## config.mk

```make
export PLATFORM = sky130hd
export DESIGN_NAME = tile_deskew_collect
export DESIGN_NICKNAME = d
export VERILOG_FILES = /design/src/rtl/tile_deskew_collect.sv
export SDC_FILE = /design/constraint.sdc
export NUM_CORES = 2
export LEC_CHECK = 0
export BUFFER_PORTS_ARGS = -buffer_cell sky130_fd_sc_hd__buf_2
export CAP_MARGIN = 20
export CORE_ASPECT_RATIO = 1.1
export CORE_MARGIN = 2
export CORE_UTILIZATION = 45
export CTS_BUF_LIST = sky130_fd_sc_hd__clkbuf_16
export DETAILED_ROUTE_END_ITERATION = 10
export GPL_ROUTABILITY_DRIVEN = 0
export HOLD_SLACK_MARGIN = 0.08
export PLACE_DENSITY = 0.7
export SYNTH_ARGS = -nofsm -noshare
export SYNTH_HDL_FRONTEND = slang
export SYNTH_SLANG_ARGS = --single-unit
```

## constraint.sdc

```tcl
create_clock -name clk -period 44.6 [get_ports clk]
set_clock_uncertainty 0.05 [all_clocks]
set_input_delay 13.38 -clock clk [delete_from_list [all_inputs] [get_ports clk]]
set_output_delay 13.38 -clock clk [all_outputs]
set_load 0.01 [all_outputs]
```

## src/rtl/tile_deskew_collect.sv

```systemverilog
// Receive side of the 8x8 tile stream: removes the per-lane diagonal skew,
// rebuilds whole rows with their clear tags and buffers them behind a credit.
module tile_deskew_collect #(
  parameter int LANES = 8,
  parameter int WIDTH = 32,
  parameter int DEPTH = 4
) (
  input  logic                   clk,
  input  logic                   reset,
  input  logic                   enable,
  input  logic                   in_valid,
  output logic                   in_ready,
  input  logic [LANES*WIDTH-1:0] in_data,
  input  logic [LANES-1:0]       in_tag,
  output logic                   out_valid,
  input  logic                   out_ready,
  output logic [LANES*WIDTH-1:0] out_data,
  output logic [LANES-1:0]       out_tag,
  output logic                   out_last,
  output logic                   overflow
);

  localparam int RW = $clog2(DEPTH + 1);
  localparam int IW = $clog2(LANES);
  localparam int CW = $clog2(DEPTH);
  localparam int BD = DEPTH - 1;
  localparam int EW = LANES * WIDTH + LANES + 1;

  logic [RW-1:0]          res_q, res_d;
  logic [LANES-2:0]       vld_q;
  logic [IW-1:0]          ridx_q;
  logic                   ovf_q;
  logic [EW-1:0]          buf_q [BD];
  logic [CW-1:0]          bcnt_q;
  logic [CW-1:0]          widx;
  logic [EW-1:0]          head_q, head_d;
  logic                   hv_q, hv_d;
  logic [WIDTH:0]         al [LANES];
  logic [LANES*WIDTH-1:0] row_data;
  logic [LANES-1:0]       row_tag;
  logic [EW-1:0]          wentry;
  logic                   acc, drop, wr, pop;
  logic                   bpop, bpush;

  assign in_ready = enable && (res_q < RW'(DEPTH));
  assign acc      = in_valid && in_ready;
  assign drop     = in_valid && enable && !in_ready;
  assign wr       = enable && vld_q[LANES-2];
  assign pop      = hv_q && out_ready;

  // Lane k waits LANES-1-k enabled cycles so every lane meets the last one.
  for (genvar k = 0; k < LANES - 1; k++) begin : g_skew
    localparam int N = LANES - 1 - k;
    logic [WIDTH:0] p_q [N];

    always_ff @(posedge clk) begin
      if (reset) begin
        for (int i = 0; i < N; i++) p_q[i] <= '0;
      end else if (enable) begin
        p_q[0] <= {in_tag[k], in_data[k*WIDTH +: WIDTH]};
        for (int i = 1; i < N; i++) p_q[i] <= p_q[i-1];
      end
    end

    assign al[k] = p_q[N-1];
  end

  assign al[LANES-1] = {in_tag[LANES-1],
                        in_data[(LANES-1)*WIDTH +: WIDTH]};

  always_comb begin
    row_data = '0;
    row_tag  = '0;
    for (int k = 0; k < LANES; k++) begin
      row_data[k*WIDTH +: WIDTH] = al[k][WIDTH-1:0];
      row_tag[k]                 = al[k][WIDTH];
    end
  end

  assign wentry = {ridx_q == IW'(LANES - 1), row_tag, row_data};

  always_ff @(posedge clk) begin
    if (reset) begin
      vld_q <= '0;
    end else if (enable) begin
      vld_q[0] <= acc;
      for (int i = 1; i < LANES - 1; i++) vld_q[i] <= vld_q[i-1];
    end
  end

  always_comb begin
    res_d = res_q;
    unique case ({acc, pop})
      2'b10:   res_d = res_q + RW'(1);
      2'b01:   res_d = res_q - RW'(1);
      default: res_d = res_q;
    endcase
  end

  // Head register refills from the buffer first, else straight from the
  // aligner, so row order is kept and an empty FIFO costs no extra cycle.
  always_comb begin
    hv_d   = hv_q;
    head_d = head_q;
    bpop   = 1'b0;
    bpush  = wr;
    if (!hv_q || pop) begin
      if (bcnt_q != '0) begin
        hv_d   = 1'b1;
        head_d = buf_q[0];
        bpop   = 1'b1;
      end else if (wr) begin
        hv_d   = 1'b1;
        head_d = wentry;
        bpush  = 1'b0;
      end else begin
        hv_d   = 1'b0;
      end
    end
  end

  assign widx = bpop ? bcnt_q - CW'(1) : bcnt_q;

  always_ff @(posedge clk) begin
    if (reset) begin
      bcnt_q <= '0;
      for (int i = 0; i < BD; i++) buf_q[i] <= '0;
    end else begin
      if (bpop) begin
        for (int i = 0; i < BD - 1; i++) buf_q[i] <= buf_q[i+1];
      end
      if (bpush) buf_q[widx] <= wentry;
      if (bpush && !bpop)      bcnt_q <= bcnt_q + CW'(1);
      else if (bpop && !bpush) bcnt_q <= bcnt_q - CW'(1);
    end
  end

  always_ff @(posedge clk) begin
    if (reset) begin
      res_q  <= '0;
      ridx_q <= '0;
      ovf_q  <= 1'b0;
      hv_q   <= 1'b0;
      head_q <= '0;
    end else begin
      res_q  <= res_d;
      hv_q   <= hv_d;
      head_q <= head_d;
      if (drop) ovf_q <= 1'b1;
      if (wr) begin
        ridx_q <= (ridx_q == IW'(LANES - 1)) ? '0 : ridx_q + IW'(1);
      end
    end
  end

  assign out_valid = hv_q;
  assign out_last  = head_q[EW-1];
  assign out_tag   = head_q[LANES*WIDTH +: LANES];
  assign out_data  = head_q[LANES*WIDTH-1:0];
  assign overflow  = ovf_q;

endmodule

```

==> flow_summary.json <==
{
  "startpoint_type": "primary input",
  "path_max_fanout": 14,
  "wl_mm": 170,
  "ff_latch_area_um2": 57300,
  "end_kind": "primary output",
  "cts_repair_resize_count": 0,
  "postCtsSetupRepairBufs": 0,
  "dieWidth_um": 406,
  "max-cap-violations": 0,
  "io_pins": 537,
  "cp.required_ps": 31170,
  "htree_levels": 4,
  "fin_nets": 6479,
  "worst_ep_arrival_time_ps": 14090,
  "hold_viol_final": 0,
  "rows": 162,
  "synthCells": 5821,
  "power.density_nw_per_um2": 58.3,
  "max_slew_margin_pct": 7.74,
  "post_synth_num_cell_types": 37,
  "netlist_area_um2": 79900,
  "finalCriticalPeriod_ps": 27520,
  "ys_warn_count": 0,
  "rr_worst_depth": 12,
  "antenna_found_initial": 9,
  "fin_setup_tns_ps": 0,
  "die_area_um2": 181000,
  "clockRootBuffer": "clkbuf_16",
  "cts_buffer_depth": 3,
  "final_util_pct": 51.5,
  "area_delta_synth_final_pct": 13.8,
  "viasPerCell": 5.17,
  "die_h_um": 446,
  "drive_gt1_share_pct": 14.2,
  "min-delay-start": "g_skew[3].p_q[1][7]$_SDFFCE_PN0P_",
  "cts_tree": "yes",
  "route.detailed.drc": 0,
  "dr_total_vias": 45261,
  "start_util_pct": 45.2,
  "avgSynthCellArea_um2": 13.7,
  "p_leak_nw": 34.8,
  "hold_path_depth": 1,
  "finalCritPeriodShare_pct": 61.7,
  "crit_type": "primary input to primary output",
  "fin_area_um2": 90900,
  "wire_per_inst_um": 19.4,
  "grt_pass1_vias": 43851,
  "critPathLaunch": "enable",
  "fillers": 14799,
  "grtUsageTotal_pct": 18.4,
  "clkTransAtPathRegs_ps": 60,
  "tightest_slew_ps": 1380,
  "hold_buffers": 0,
  "multi_input_area_um2": 19700,
  "grt_pass1_wl_mm": 259,
  "max_freq_mhz": 36.3,
  "drtIter0Drc": 3891,
  "syn_nets": 6096,
  "setup_viol": 0,
  "dp_hpwl_mm": 95.6,
  "clkSinkCount": 2001,
  "finalPower_mw": 5.30,
  "synth_seq_cells": 2001,
  "synth_edf_count": 1719,
  "ant_nets": 0,
  "ir_drop_mv": 0.0781,
  "hold_path_class": "flip-flop to flip-flop",
  "place_area_um2": 84300,
  "synthFlopType": "edfxtp_1",
  "rsz0062_at_grt": "false",
  "status": "complete, no violations",
  "port-buffer-count": 536,
  "synthArstFlopShare_pct": 0,
  "r2r_start": "bcnt_q[0]$_SDFFE_PP0P_",
  "overflow": 0,
  "fp.coreArea_um2": 177000,
  "slew_violations": 0,
  "dr.pass1.iters": 5,
  "cts_buffers": 197,
  "grt_max_degree": 199,
  "clk_latency_ps": 870,
  "yosysSeqAreaShare_pct": 71.7
}
## final timing paths
| kind | slack [ps] | to |
|---|---|---|
| min | 400 | g_skew[3].p_q[2][7]$_SDFFCE_PN0P_ |
| min reg2reg | 400 | g_skew[3].p_q[2][7]$_SDFFCE_PN0P_ |
| max reg2reg | 38460 | buf_q[1][94]$_DFFE_PP_ |
| max | 17080 | in_ready |
## Yosys cell counts (2+ instances only)
| cell | count | share of area [%] |
|---|---|---|
| a211oi_1 | 268 | 2.5 |
| a21oi_1 | 6 | 0.038 |
| a31oi_1 | 2 | 0.016 |
| and2_1 | 893 | 7.0 |
| buf_1 | 29 | 0.14 |
| buf_2 | 136 | 0.85 |
| buf_4 | 10 | 0.094 |
| buf_6 | 28 | 0.39 |
| clkbuf_1 | 227 | 1.1 |
| dfxtp_1 | 282 | 7.1 |
| edfxtp_1 | 1719 | 65 |
| ha_1 | 5 | 0.078 |
| inv_1 | 267 | 1.3 |
| mux2i_1 | 537 | 6.7 |
| nand2_1 | 271 | 1.3 |
| nand2b_1 | 3 | 0.023 |
| nand3_1 | 266 | 1.7 |
| nor2_1 | 284 | 1.3 |
| nor2b_1 | 35 | 0.27 |
| nor3_1 | 268 | 1.7 |
| o21ai_0 | 14 | 0.088 |
| o21ai_1 | 255 | 1.6 |
| xnor2_1 | 2 | 0.022 |
## registers in the layout (all words and copies together), names as in the netlist
signal      cells
bcnt_q          2
buf_q         795
g_skew.p_q    924
head_q        265
out_valid       1
overflow        1
res_q           3
ridx_q          3
vld_q           7
## where the power goes
group	internal, mW	leakage, nW	switching, mW
registers	2.45	20.9	0.152
logic	0.332	10.4	0.705
clock network	0.931	3.39	0.732
total	3.72	34.8	1.59
## per-stage QoR
step	setup WS (ps)	hold slack, ps	std cells
final	17080	397	8761
after global routing	17040	425	8761
after CTS	17070	409	8757
after detailed placement	17070	405	8381
after global placement	17100	402	8380
after floorplan	2880	390	5821
## cells in the final DEF (no fill, tap or decap), types with 70 or more instances in the layout
cell,count
nor2_1,284
edfxtp_1,1719
buf_4,70
buf_2,535
and2_1,893
nand2_1,271
mux2i_1,537
nor3_1,268
o21ai_1,255
dfxtp_1,282
nand3_1,265
inv_1,319
a211oi_1,268
clkbuf_16,204
## logic make-up after synthesis
group | after synthesis | synth area share (%)
muxes | 537 | 6.73
buffers and inverters | 697 | 3.80
and+or+nand+nor | 2026 | 13.3
DFF | 2001 | 71.7
xor gates and xnor gates | 3 | 0.0329
adders and majority gates | 6 | 0.103
AOI/OAI and AO/OA | 551 | 4.35
## area by class of cell
class,instances,area share [%]
antenna,2,0.00550
clock buffer,204,5.61
clock inverter,172,1.69
inverter,267,1.10
multi-input combinational,3123,21.6
sequential,2001,63.0
tap,2378,3.27
timing repair buffer,614,3.72
## worst max-delay path, cell delays in order
cell	delay, ps
buf_2	280
nor2b_1	250
buf_2	180
## layer usage
metal / GRT usage, % / up-vias / share of wire (%)
li1: - / 21555 / -
met1: 25.8 / 22120 / 44
met2: 28.9 / 1337 / 46
met3: 3.81 / 247 / 6.8
met4: 5.81 / 2 / 2.6
met5: 0 / - / 0.0077
Power figures use the tool's default switching activity.
